===== config.mk =====
export PLATFORM = sky130hd
export DESIGN_NAME = uart_rx
export DESIGN_NICKNAME = d
export VERILOG_FILES = /design/src/rtl/uart_rx.sv
export SDC_FILE = /design/constraint.sdc
export NUM_CORES = 1
export LEC_CHECK = 0
export BUFFER_PORTS_ARGS = -buffer_cell sky130_fd_sc_hd__buf_2
export CORE_ASPECT_RATIO = 0.5
export CORE_UTILIZATION = 36
export DETAILED_ROUTE_END_ITERATION = 6
export GPL_ROUTABILITY_DRIVEN = 0
export GPL_TIMING_DRIVEN = 0
export MAX_ROUTING_LAYER = met4
export REMOVE_ABC_BUFFERS = 1
export SKIP_CTS_REPAIR_TIMING = 1
export SYNTH_ARGS = -nofsm -noshare
export SYNTH_HDL_FRONTEND = slang
export SYNTH_SLANG_ARGS = --single-unit

===== constraint.sdc =====
create_clock -name clk -period 2.4 [get_ports clk]
set_input_delay 0.24 -clock clk [delete_from_list [all_inputs] [get_ports clk]]
set_output_delay 0.24 -clock clk [all_outputs]
set_load 0.05 [all_outputs]

===== src/rtl/uart_rx.sv =====
`timescale 1ns/1ps
`default_nettype none
// ============================================================================
// Module      : uart_rx
// Description : Asynchronous serial receiver. Synchronises the rx line,
//               detects the start bit on a falling edge, samples every bit
//               at mid-bit, checks optional parity and the stop bit, and
//               presents each frame on a one-entry valid/ready holding
//               register with parity and framing error flags.
// Ports       : clk     - single clock, rising edge
//               rst     - asynchronous active-low reset
//               rx      - serial line, idle high, asynchronous to clk
//               o_vld   - frame available on o_data/o_perr/o_ferr
//               i_rdy   - consumer accepts when o_vld && i_rdy
//               o_data  - received data, bit 0 = first data bit on the line
//               o_perr  - parity mismatch (always 0 without parity)
//               o_ferr  - stop bit sampled as 0
//               o_ovr   - one-cycle pulse: a completed frame was dropped
// Revision    : 1.0 - initial release
// ============================================================================
module uart_rx #(
    parameter int    DATA_WIDTH   = 8,
    parameter string PARITY_CHECK = "NONE",
    parameter int    CLK_FREQ     = 50000000,
    parameter int    BAUD_RATE    = 9600
) (
    input  logic                  clk,
    input  logic                  rst,
    input  logic                  rx,
    output logic                  o_vld,
    input  logic                  i_rdy,
    output logic [DATA_WIDTH-1:0] o_data,
    output logic                  o_perr,
    output logic                  o_ferr,
    output logic                  o_ovr
);

    localparam int c_BIT      = CLK_FREQ / BAUD_RATE;
    localparam int c_HALF     = c_BIT / 2;
    localparam int c_CW       = $clog2(c_BIT);
    localparam int c_IW       = $clog2(DATA_WIDTH);
    localparam bit c_PAR_EN   = (PARITY_CHECK != "NONE");
    localparam bit c_PAR_ODD  = (PARITY_CHECK == "ODD");

    localparam logic [c_CW-1:0] c_BIT_LOAD  = c_CW'(c_BIT - 1);
    localparam logic [c_CW-1:0] c_HALF_LOAD = c_CW'(c_HALF - 1);
    localparam logic [c_IW-1:0] c_LAST_IDX  = c_IW'(DATA_WIDTH - 1);

    // ------------------------------------------------------------------
    // Elaboration-time parameter checks
    // ------------------------------------------------------------------
    if (DATA_WIDTH < 2 || DATA_WIDTH > 8) begin : g_bad_width
        $fatal(1, "uart_rx: DATA_WIDTH must be in 2..8");
    end
    if (PARITY_CHECK != "NONE" && PARITY_CHECK != "ODD" && PARITY_CHECK != "EVEN") begin : g_bad_parity
        $fatal(1, "uart_rx: PARITY_CHECK must be NONE, ODD or EVEN");
    end
    if (c_BIT < 4) begin : g_bad_baud
        $fatal(1, "uart_rx: CLK_FREQ/BAUD_RATE must be at least 4");
    end

    typedef enum logic [2:0] {
        S_IDLE   = 3'd0,
        S_START  = 3'd1,
        S_DATA   = 3'd2,
        S_PARITY = 3'd3,
        S_STOP   = 3'd4
    } state_t;

    // ------------------------------------------------------------------
    // Registers
    // ------------------------------------------------------------------
    logic                  r_sync1;
    logic                  r_rx_s;
    logic                  r_rx_p;
    state_t                r_state;
    logic [c_CW-1:0]       r_cnt;
    logic [c_IW-1:0]       r_idx;
    logic [DATA_WIDTH-1:0] r_shift;
    logic                  r_par_bit;
    logic                  r_vld;
    logic [DATA_WIDTH-1:0] r_data;
    logic                  r_perr;
    logic                  r_ferr;
    logic                  r_ovr;

    // ------------------------------------------------------------------
    // Next-state signals
    // ------------------------------------------------------------------
    state_t                w_state_nxt;
    logic [c_CW-1:0]       w_cnt_nxt;
    logic [c_IW-1:0]       w_idx_nxt;
    logic [DATA_WIDTH-1:0] w_shift_nxt;
    logic                  w_par_bit_nxt;
    logic                  w_tick;
    logic                  w_done;
    logic                  w_par_exp;
    logic                  w_frame_perr;
    logic                  w_frame_ferr;

    // ------------------------------------------------------------------
    // Input synchroniser; flops reset high so a released reset on an idle
    // line never looks like a start edge.
    // ------------------------------------------------------------------
    always_ff @(posedge clk or negedge rst) begin
        if (!rst) begin
            r_sync1 <= 1'b1;
            r_rx_s  <= 1'b1;
            r_rx_p  <= 1'b1;
        end else begin
            r_sync1 <= rx;
            r_rx_s  <= r_sync1;
            r_rx_p  <= r_rx_s;
        end
    end

    // ------------------------------------------------------------------
    // Receive FSM: state register
    // ------------------------------------------------------------------
    always_ff @(posedge clk or negedge rst) begin
        if (!rst) begin
            r_state   <= S_IDLE;
            r_cnt     <= '0;
            r_idx     <= '0;
            r_shift   <= '0;
            r_par_bit <= 1'b0;
        end else begin
            r_state   <= w_state_nxt;
            r_cnt     <= w_cnt_nxt;
            r_idx     <= w_idx_nxt;
            r_shift   <= w_shift_nxt;
            r_par_bit <= w_par_bit_nxt;
        end
    end

    // ------------------------------------------------------------------
    // Receive FSM: next state. The counter is a down-counter reloaded at
    // every sample point; a sample is taken on the cycle it reads zero.
    // ------------------------------------------------------------------
    always_comb begin
        w_state_nxt   = r_state;
        w_cnt_nxt     = r_cnt;
        w_idx_nxt     = r_idx;
        w_shift_nxt   = r_shift;
        w_par_bit_nxt = r_par_bit;
        w_done        = 1'b0;
        w_tick        = (r_cnt == '0);

        case (r_state)
            S_IDLE: begin
                // Edge rather than level, so a held-low line cannot retrigger
                if (r_rx_p && !r_rx_s) begin
                    w_state_nxt = S_START;
                    w_cnt_nxt   = c_HALF_LOAD;
                end
            end
            S_START: begin
                if (w_tick) begin
                    if (r_rx_s) begin
                        w_state_nxt = S_IDLE;
                    end else begin
                        w_state_nxt = S_DATA;
                        w_cnt_nxt   = c_BIT_LOAD;
                        w_idx_nxt   = '0;
                    end
                end else begin
                    w_cnt_nxt = r_cnt - c_CW'(1);
                end
            end
            S_DATA: begin
                if (w_tick) begin
                    w_shift_nxt = {r_rx_s, r_shift[DATA_WIDTH-1:1]};
                    w_cnt_nxt   = c_BIT_LOAD;
                    if (r_idx == c_LAST_IDX) begin
                        w_state_nxt = c_PAR_EN ? S_PARITY : S_STOP;
                    end else begin
                        w_idx_nxt = r_idx + c_IW'(1);
                    end
                end else begin
                    w_cnt_nxt = r_cnt - c_CW'(1);
                end
            end
            S_PARITY: begin
                if (w_tick) begin
                    w_par_bit_nxt = r_rx_s;
                    w_cnt_nxt     = c_BIT_LOAD;
                    w_state_nxt   = S_STOP;
                end else begin
                    w_cnt_nxt = r_cnt - c_CW'(1);
                end
            end
            S_STOP: begin
                // Returning to IDLE mid-stop-bit leaves half a bit of slack
                // for the next start edge of a back-to-back stream.
                if (w_tick) begin
                    w_done      = 1'b1;
                    w_state_nxt = S_IDLE;
                end else begin
                    w_cnt_nxt = r_cnt - c_CW'(1);
                end
            end
            default: begin
                w_state_nxt = S_IDLE;
            end
        endcase
    end

    // Odd parity expects the complement of the data XOR so that the total
    // count of ones including the parity bit is odd.
    assign w_par_exp    = c_PAR_ODD ? ~^r_shift : ^r_shift;
    assign w_frame_perr = c_PAR_EN & (r_par_bit != w_par_exp);
    assign w_frame_ferr = ~r_rx_s;

    // ------------------------------------------------------------------
    // One-entry output holding register. A completing frame may load on
    // the same cycle the current entry is accepted.
    // ------------------------------------------------------------------
    always_ff @(posedge clk or negedge rst) begin
        if (!rst) begin
            r_vld  <= 1'b0;
            r_data <= '0;
            r_perr <= 1'b0;
            r_ferr <= 1'b0;
            r_ovr  <= 1'b0;
        end else begin
            r_ovr <= 1'b0;
            if (w_done) begin
                if (!r_vld || i_rdy) begin
                    r_vld  <= 1'b1;
                    r_data <= r_shift;
                    r_perr <= w_frame_perr;
                    r_ferr <= w_frame_ferr;
                end else begin
                    r_ovr <= 1'b1;
                end
            end else if (r_vld && i_rdy) begin
                r_vld <= 1'b0;
            end
        end
    end

    assign o_vld  = r_vld;
    assign o_data = r_data;
    assign o_perr = r_perr;
    assign o_ferr = r_ferr;
    assign o_ovr  = r_ovr;

endmodule
`default_nettype wire


; Word level (Yosys, flattened, before mapping)
; Index checks and enable logic that the tools add are counted.
[classes]
n_addsub = 2
n_mul = 0
div_mod_pow = 0
order_cmp = 0
eq_ne = 16
shift = 0
muxes = 26
n_bitwise = 1
reduce_logical = 17
[ops]
columns = operator, n
row1 = $mux 13, 5
row2 = $pmux 13 s4, 1
row3 = $mux 3, 10
row4 = $ne 2x2->1 const B, 9
row5 = $pmux 3 s5, 1
row6 = $logic_not 13->1, 1
row7 = $sub 13x1->13 const B, 1
row8 = $mux 1, 7
row9 = $eq 3x2->1 const B, 2
row10 = $eq 3x3->1 const B, 2
row11 = $pmux 3 s2, 1
row12 = $reduce_and 2->1, 3
row13 = $reduce_and 6->1, 1
row14 = $reduce_and 5->1, 1
row15 = $reduce_and 4->1, 1
row16 = $reduce_bool 2->1, 2
row17 = $reduce_bool 4->1, 1
row18 = $add 3x1->3 const B, 1
row19 = $eq 3x1->1 const B, 1
row20 = $logic_not 3->1, 1
row21 = $ne 3x3->1 const B, 1
row22 = $logic_and 1x1->1, 2
row23 = $logic_not 1->1, 2
row24 = $mux 2, 1
row25 = 4 further kinds, 4
[totals]
reg_bits = 41
latch_bits = 0
ramBits = 0
romBits = 0
in_bits = 4
elab_cells = 73
mem_count = 0

; Longest topological paths before layout
; Gate-level depths: netlist of run 1.
[depth]
word_depth = 5
depth_mapped = 7
mapped_depth_nobuf = 6

; Worst setup path before layout of run 1
; OpenSTA, ideal clock, no wires.
[synth_timing]
path_kind = flip-flop to flip-flop
from = register r_cnt[7]
to = register r_data[0], in the netlist o_data[0]
setup_time_ns = 0.125
t_arrival_ns = 1.973
required_time_ns = 2.275
setup_slack_ns = 0.302
stages_incl_launch_ff = 6
period_less_slack_ns = 2.098
cell_sequence = dfrtp_1 > nor4_1 > nand3_2 > nor3b_2 > buf_6 > mux2_2
[synth_between]
elab_chain_len = 4
[synth_rtl]
columns = element, line
row1 = from (decl), 77  ; logic [c_CW-1:0] r_cnt;
row2 = from (signal assigned), 129  ; r_cnt <= w_cnt_nxt;
row3 = $logic_not 13->1, 147  ; w_tick = (r_cnt == '0);
row4 = $mux 1, 195  ; if (w_tick) begin
row5 = $mux 1, 149  ; case (r_state)
row6 = $reduce_and 2->1 (no line), n/a
row7 = to (signal assigned), 230  ; r_data <= r_shift;
row8 = to (decl), 82  ; logic [DATA_WIDTH-1:0] r_data;
; Every way passes these cells.
; A chain may end at the register's enable or synchronous reset.

; Worst setup path in the final report of run 1
[layout_timing]
from = register r_cnt[7]
to = register r_cnt[9]
[layout_between]
elab_chain_len = 3
word_cells_on_any_way = 9
[layout_rtl]
columns = element, line
row1 = $sub 13x1->13 or $logic_not 13->1 (tied branches), n/a
row2 = "$mux 13, or another cell as far along", 195
row3 = $pmux 13 s4 or $reduce_and 4->1 (tied branches), n/a
; Parallel ways exist; a longest one is shown, timed or not. The select of a mux whose other input is x is not followed.

==> impl_metrics.tcl, run 1 <==
set metrics [dict create \
    setup.worst_path.class "reg2reg" \
    synth_sequential_area_ratio_pct 47.3 \
    worstHoldPathType "in2reg" \
    clkLatencyLatePin_ns 0.29 \
    max-clock-path-buffers 2 \
    numPortBuffers 14 \
    netlist.area_leader.share_pct 43.7 \
    insertedDiodeCount 0 \
    cp-start-kind "register" \
    p_per_area_nw_per_um2 877 \
    hold_path_startpoint "rx" \
    dieArea_um2 6380 \
    cts-buffers-inserted 5 \
    layout.filler_cells 527 \
    hold_viol 0 \
    antenna_violating_nets_post_route 0 \
    io_pins 16 \
    detailedRoute.firstPassIterationCount 4 \
    detail_route.iter0.violations 58 \
    clock_sink_count 41 \
    final.period_utilization_pct 92.5 \
    ys_async_sr_fraction_pct 100 \
    avgSynthCellArea_um2 11.0 \
    antenna_found_initial 0 \
    yosys-top-cells-area "dfrtp_1, mux2_2, dfstp_2, a21oi_1, ha_1" \
    worst_ir_drop_vdd_mv 0.306 \
    clock_skew_ns 0.00492 \
    post-place-cells 270 \
    critical_path.max_fanout 6 \
    vias 1634 \
    grt_pass1_vias 1586 \
    final_cells 281 \
    clkSlewWorstSetupHoldPaths_ns 0.06 \
    crit_path_end_kind "register" \
    postLayoutCoreUtil_pct 44.6 \
    fin_worst_hold_slack_ns 0.0459 \
    report.final.setup_viol 0 \
    fin_setup_tns_ns 0 \
    die_height_um 57.0 \
    register_area_um2 1030 \
    leakagePower_nw 1.08 \
    setup_slack_ns 0.181 \
    route.detailed.wl_per_inst_um 15.8 \
    synth_area_leader_cell "dfrtp_1" \
    timing.max_cap.violations 0 \
    post-dp-hpwl_um 2910 \
    track_usage_pct 16.0 \
    edff_count_synth 0 \
    count_of_mapped_cells_out_of_synthesis 197 \
    reg2regPathDepth 4 \
    pre_cts_slack_ns -0.517 \
    placementRows 19 \
    crit_required_ns 2.56 \
    maxSlewViolCount 0 \
    starting_density_of_the_core_pct 38.5 \
    r2r_setup_slack_ns 0.18 \
    clock-root-buffer "clkbuf_16" \
    timing.max_slew.rel_slack_pct 19.4 \
    fmaxAchievable_mhz 451 \
    capture_instance_of_the_worst_register_to_register_path "r_cnt[9]" \
    multi_input_gate_area_in_the_final_layout_um2 1090 \
    global_route_overflow 0 \
    chipWidth_um 112 \
    grt_start_max_net_pins 42 \
    cp_arrival_ns 2.38 \
    finalWirelength_um 4430 \
    post_drt_via_cell_ratio 5.81 \
    ys_types 61 \
    cts_tree "done" \
    synthMostInstantiatedCell "dfrtp_1" \
    yosys_most_used_dff "dfrtp_1" \
    run_status "finished, final reports clean" \
    post-route-min-period_ns 2.22 \
    worstMarginPinSlew_ns 1.20 \
    r2r-start "r_cnt[7]" \
    grt_pass1_wl_um 7770 \
    core_region_area_um2 5660 \
    synth_area_um2 2180 \
    most_used_standard_cells_in_the_synthesized_netlist "dfrtp_1, mux2_2, a21oi_1, inv_1, clkbuf_1" \
    synthToLayoutAreaGrowth_pct 16.0 \
    holdPathEnd "r_sync1" \
    postSynthRegisterBits 41 \
    ctsHtreeMaxLevel 2 \
    drc 0 \
    drive_gt1_share_pct 31.7 \
    synth_warnings 0 \
    finish.net_count 215 \
    timing.hold.worst_path_depth 1 \
]
layer usage:
metal / part of all wire [%] / track usage, % / vias to the layer above
li1: - / - / 768
met2: 46 / 23.7 / 42
met1: 48 / 21.3 / 814
met5: 0 / - / -
met4: 2.1 / 8.38 / 0
met3: 4.0 / 2.98 / 10
worst max path at each step:
stage / from / endpoint / slack (ns) / depth (start not counted)
3_5_place_dp: r_cnt[7] / o_data[5] / -0.52 / 4
3_3_place_gp: r_cnt[7] / o_data[6] / -0.50 / 4
2_1_floorplan: r_cnt[7] / o_data[0] / 0.11 / 4
5_1_grt: r_cnt[5] / o_data[5] / -0.01 / 5
4_1_cts: r_cnt[7] / o_data[5] / -0.55 / 4
6_report: r_cnt[7] / r_cnt[9] / 0.18 / 4
power breakdown:
| part | internal, mW | switching, mW | total (mW) |
|---|---|---|---|
| Sequential | 0.775 | 0.155 | 0.930 |
| Clock | 0.493 | 0.278 | 0.771 |
| Combinational | 0.217 | 0.296 | 0.514 |
| Total | 1.49 | 0.729 | 2.21 |
sequential cells by signal, indices dropped and copies added, names as in the netlist, 3 cells and up:
name and flops:
r_idx 3, o_data 8, r_state 3, r_shift 8
r_cnt 13
worst max-delay path, cell delays in order (launching register included):
cell       delay, ns
dfrtp_1         0.48
or4_4           0.66
a2111oi_4       0.50
or3_1           0.32
a221oi_1        0.13
through the flow:
| step | area (µm²) | power [mW] |
|---|---|---|
| finish | 2520 | 2.21 |
| detailed placement | 2270 | 1.40 |
| CTS | 2430 | 2.18 |
| floorplan | 2110 | 1.27 |
| global route | 2520 | 2.34 |
| global placement | 2270 | 1.38 |
layout by cell type (no fill, tap or decap), types with 2 or more instances in the layout:
cell type and count:
a211oi_1 5, a21oi_1 12, a221oi_1 2, a311oi_1 2
a31oi_1 3, buf_2 14, buf_4 2, clkbuf_16 5
dfrtp_1 38, dfstp_2 3, ha_1 4, inv_1 12
mux2_2 17, mux2i_1 2, nand2_1 4, nand3_1 2
nand4_1 5, nor2_1 6, nor3_1 5, nor3b_1 3
nor4_1 4, nor4_4 2, nor4b_2 2, o21ai_0 5
o21ai_1 2, o22a_1 2, o22ai_1 5, o41ai_1 2
or3b_2 2, or4_4 2
kinds of logic (layout without fill, tap and decap cells):
group,Yosys count,count (layout),share of synthesized area [%]
flip-flops,41,41,47.3
adder cells (fa/ha/maj),4,4,2.30
AO/OA/AOI/OAI,51,51,17.3
multiplexers,19,19,9.72
AND/OR/NAND/NOR,54,54,17.5
buffers and inverters,26,37,5.29
other,1,1,0.172
XOR/XNOR,1,1,0.403
cell type report:
cell class                      count  share of cell area (%)
Clock buffer                        6                    5.10
Multi-Input combinational cell    130                    43.0
Clock inverter                      2                    1.54
Tap cell                           73                    3.62
Sequential cell                    41                    40.8
Timing Repair Buffer               17                    4.16
Inverter                           12                    1.78
(Power assumes the default switching activity.)
==> run 2, diff against run 1 <==
CTS_CLUSTER_DIAMETER = 120   (was default)
HOLD_SLACK_MARGIN = 0.12   (was default)
==> run 2 against run 1 <==
Net effect: register-to-register slack worse by 0.02 ns; largest power group unchanged; highest routed layer unchanged; sequential power about the same; clock power about the same; maximum frequency down 0.77%; routed wire length up 0.97%; non-clock buffer count up 1; clock skew about the same; critical path depth unchanged.
==> impl_metrics.tcl, run 2 (same netlist as run 1, synthesis figures left out) <==
set metrics [dict create \
    clock-root-buffer "clkbuf_16" \
    clkLatencyLatePin_ns 0.29 \
    grt_start_max_net_pins 42 \
    antenna_found_initial 0 \
    cts-buffers-inserted 5 \
    global_route_overflow 0 \
    p_per_area_nw_per_um2 876 \
    post-route-min-period_ns 2.24 \
    final_common_cell "dfrtp_1" \
    crit_path_end_kind "register" \
    post-dp-hpwl_um 2910 \
    worstHoldPathType "in2async" \
    setup.worst_path.class "reg2reg" \
    clock_skew_ns 0.00494 \
    critPathMaxStageDelay_ns 0.66 \
    finalWirelength_um 4470 \
    post-place-cells 270 \
    crit_family "simple AND/OR/NAND/NOR gates" \
    clock_sink_count 41 \
    crit_chain "or4_4 > a2111oi_4 > or3_1 > a221oi_1" \
    synthToLayoutAreaGrowth_pct 16.5 \
    crit_required_ns 2.56 \
    drc 0 \
    die_height_um 57.0 \
    largest_register_ffs 13 \
    grt_pass1_wl_um 7770 \
    vias 1640 \
    worst_ir_drop_vdd_mv 0.304 \
    fmaxAchievable_mhz 447 \
    worstMarginPinSlew_ns 1.22 \
    clkSlewWorstSetupHoldPaths_ns 0.06 \
    cp_slowest_cell "or4_4" \
    grt_pass1_vias 1586 \
    cp_arrival_ns 2.40 \
    starting_density_of_the_core_pct 38.5 \
    maxSlewViolCount 0 \
    chipWidth_um 112 \
    route.detailed.wl_per_inst_um 15.8 \
    r2r_setup_slack_ns 0.16 \
    drive_gt1_share_pct 31.6 \
    core_region_area_um2 5660 \
    final.period_utilization_pct 93.2 \
    report.final.setup_viol 0 \
    fin_setup_tns_ns 0 \
    layout_common_cells "dfrtp_1, mux2_2, buf_2" \
    max-clock-path-buffers 2 \
    leakagePower_nw 1.09 \
    numPortBuffers 14 \
    postLayoutCellArea_um2 2530 \
    insertedDiodeCount 0 \
    critical_path.max_fanout 6 \
    finish.net_count 216 \
    fin_worst_hold_slack_ns 0.0824 \
    worst-path-buf-inv 0 \
    post_drt_via_cell_ratio 5.82 \
    run_status "finished, final reports clean" \
    layout.filler_cells 528 \
    dieArea_um2 6380 \
    detail_route.iter0.violations 40 \
    cp-start-kind "register" \
    postPlaceCellArea_um2 2270 \
    timing.max_cap.violations 0 \
    io_pins 16 \
    top_register "r_cnt" \
    timing.max_slew.rel_slack_pct 18.3 \
    cts_tree "done" \
    hold_viol 0 \
    ctsHtreeMaxLevel 2 \
    p_total_mw 2.22 \
    detailedRoute.firstPassIterationCount 4 \
    antenna_violating_nets_post_route 0 \
    placementRows 19 \
    track_usage_pct 16.0 \
    final_cells 282 \
]
run 2: cell types whose count changed in the layout (fill, tap and decap cells not counted):
cell           before  now
dlygate4sd3_1       0    1
run 2: worst paths after layout:
check	startpoint	endpoint	cells after the start
max reg2reg	r_cnt[7]	r_cnt[9]	4
min	rst	o_data[3]	1
max	r_cnt[7]	r_cnt[9]	4
min in group clk	i_rdy	o_ovr	3
max in group asynchronous	rst	r_cnt[0]	1
min reg2reg	r_sync1	r_rx_s	0
run 2: metrics by stage:
step                util [%]  setup WS, ns
finish                  44.8         0.163
global route            44.8       -0.0106
CTS                     43.0        -0.548
detailed placement      40.1        -0.517
global placement        40.1        -0.500
floorplan                  -         0.107
run 2: worst reg2reg max path, delay by kind of cell (launching register included):
family           cells  cell delay (ns)
AO/OA/AOI/OAI        2             0.64
flip-flops           1             0.49
AND/OR/NAND/NOR      2             0.98
run 2: power breakdown:
group          internal (mW)  switching [mW]
logic                  0.219           0.297
clock network          0.493           0.281
registers              0.775           0.155
total                   1.49           0.733
run 2: metal layers:
layer	track usage (%)	vias up	routed length [µm]
met2	23.7	43	2050
met1	21.3	818	2170
met4	8.38	0	97
met3	2.98	10	157
li1	-	769	-
met5	-	-	0
run 2: cell type report:
cell class	instances	area [µm²]	area share [%]
Sequential cell	41	1030	40.6
Timing Repair Buffer	18	115	4.54
Inverter	12	45.0	1.78
Clock inverter	2	38.8	1.53
Clock buffer	6	129	5.08
Multi-Input combinational cell	130	1090	42.8
Tap cell	73	91.3	3.60
==> run 3, diff against run 2 <==
PLACE_DENSITY = 0.58   (was default)
clock period = 2.75 ns   (was 2.4 ns; I/O delays follow)
==> run 3 against run 2 <==
Net effect: utilization shrank 1.4 points; maximum frequency is 9.7% lower; register-to-register slack improved by 0.11 ns; critical endpoint unchanged; largest cell class unchanged; largest power group unchanged.
==> impl_metrics.tcl, run 3 (same netlist as run 1, synthesis figures left out) <==
set metrics [dict create \
    detail_route.iter0.violations 67 \
    p_comb_share_pct 23.8 \
    core_region_area_um2 5660 \
    postPlaceCellArea_um2 2270 \
    grt_pass1_wl_um 7920 \
    grt_setup_unrepaired "no" \
    p_sw_share_pct 34.8 \
    insertedDiodeCount 0 \
    timing.max_cap.violations 0 \
    netSwitchingPower_mw 0.639 \
    final_common_cell "dfrtp_1" \
    fmaxAchievable_mhz 404 \
    maxSlewViolCount 0 \
    grt_pass1_vias 1641 \
    p_int_mw 1.20 \
    global_route_overflow 0 \
    post-dp-hpwl_um 2960 \
    clkSlewWorstSetupHoldPaths_ns 0.07 \
    p_total_mw 1.84 \
    cts_tree "done" \
    post-route-min-period_ns 2.48 \
    final.period_utilization_pct 90.1 \
    setup.worst_path.class "reg2reg" \
    vias 1663 \
    run_status "finished, final reports clean" \
    cts-buffers-inserted 5 \
    worst_ir_drop_vdd_mv 0.277 \
    critical_path.max_fanout 18 \
    clock_sink_count 41 \
    layout.filler_cells 526 \
    route.detailed.wl_per_inst_um 16.2 \
    max-clock-path-buffers 2 \
    cp_arrival_ns 2.63 \
    detailedRoute.firstPassIterationCount 4 \
    io_pins 16 \
    chipWidth_um 112 \
    crit_required_ns 2.90 \
    finish.net_count 213 \
    timing.max_slew.rel_slack_pct 19.4 \
    starting_density_of_the_core_pct 38.5 \
    drive_gt1_share_pct 29.6 \
    grt_start_max_net_pins 42 \
    ctsHtreeMaxLevel 2 \
    final_cells 279 \
    die_height_um 57.0 \
    antenna_found_initial 0 \
    track_usage_pct 16.2 \
    antenna_violating_nets_post_route 0 \
    finalWirelength_um 4530 \
    crit_path_end_kind "register" \
    worstMarginPinSlew_ns 1.20 \
    drc 0 \
    share_seq_of_total_power_pct 43.8 \
    fin_setup_tns_ns 0 \
    clkLatencyLatePin_ns 0.29 \
    worstHoldPathType "in2async" \
    post-place-cells 270 \
    report.final.setup_viol 0 \
    p_per_area_nw_per_um2 748 \
    cp-start-kind "register" \
    largest_register_ffs 13 \
    clock_power_share_pct 32.4 \
    numPortBuffers 14 \
    post_drt_via_cell_ratio 5.96 \
    clock-root-buffer "clkbuf_16" \
    placementRows 19 \
    top_register "r_cnt" \
    postLayoutCellArea_um2 2450 \
    layout_common_cells "dfrtp_1, mux2_2, buf_2" \
    dieArea_um2 6380 \
    hold_viol 0 \
    synthToLayoutAreaGrowth_pct 12.8 \
    leakagePower_nw 1.04 \
    clock_skew_ns 0.00748 \
]
[run 3: metrics by stage]
stage                     setup WS [ns]  utilization, %  hold WS, ns
after global placement           -0.165            40.1        0.346
after CTS                        -0.166            42.7       0.0748
final                             0.272            43.4        0.113
after floorplan                   0.457               -      -0.0206
after detailed placement         -0.156            40.1        0.351
after global routing              0.144            43.4        0.197
[run 3: worst paths after layout]
path / startpoint / end / slack (ns) / depth (start not counted)
max reg2reg: r_state[2] / r_cnt[9] / 0.27 / 4
max: r_state[2] / r_cnt[9] / 0.27 / 4
min: rst / o_data[2] / 0.11 / 1
min in group clk: i_rdy / o_ovr / 0.29 / 3
min reg2reg: r_sync1 / r_rx_s / 0.36 / 0
max in group asynchronous: rst / r_cnt[9] / 2.06 / 1
[run 3: critical path, stage by stage, from the launching register on]
cell and delay, ns:
dfrtp_1 0.54, or3b_1 0.70, a2111oi_4 0.64, or3_1 0.33, a221oi_1 0.13
[run 3: power groups by stage]
stage          Combinational, mW  Sequential, mW  Clock (mW)
2_1_floorplan              0.340           0.767           0
3_3_place_gp               0.415           0.796           0
3_5_place_dp               0.427           0.801           0
4_1_cts                    0.429           0.789       0.615
5_1_grt                    0.490           0.819       0.639
6_report                   0.437           0.804       0.594
[run 3: area by class of cell]
| class | count | area, µm² | area share, % |
|---|---|---|---|
| multi-input combinational | 130 | 1060 | 43.1 |
| timing repair buffer | 15 | 80.1 | 3.26 |
| clock inverter | 3 | 25.0 | 1.02 |
| tap | 73 | 91.3 | 3.72 |
| sequential | 41 | 1030 | 41.9 |
| clock buffer | 5 | 125 | 5.10 |
| inverter | 12 | 45.0 | 1.83 |
[run 3: metal layers]
metal	vias to the layer above	GRT usage (%)	part of all wire (%)
met5	-	-	0
met1	840	20.1	48
met3	10	4.57	4.9
met4	0	5.71	1.8
met2	46	25.7	46
li1	767	-	-
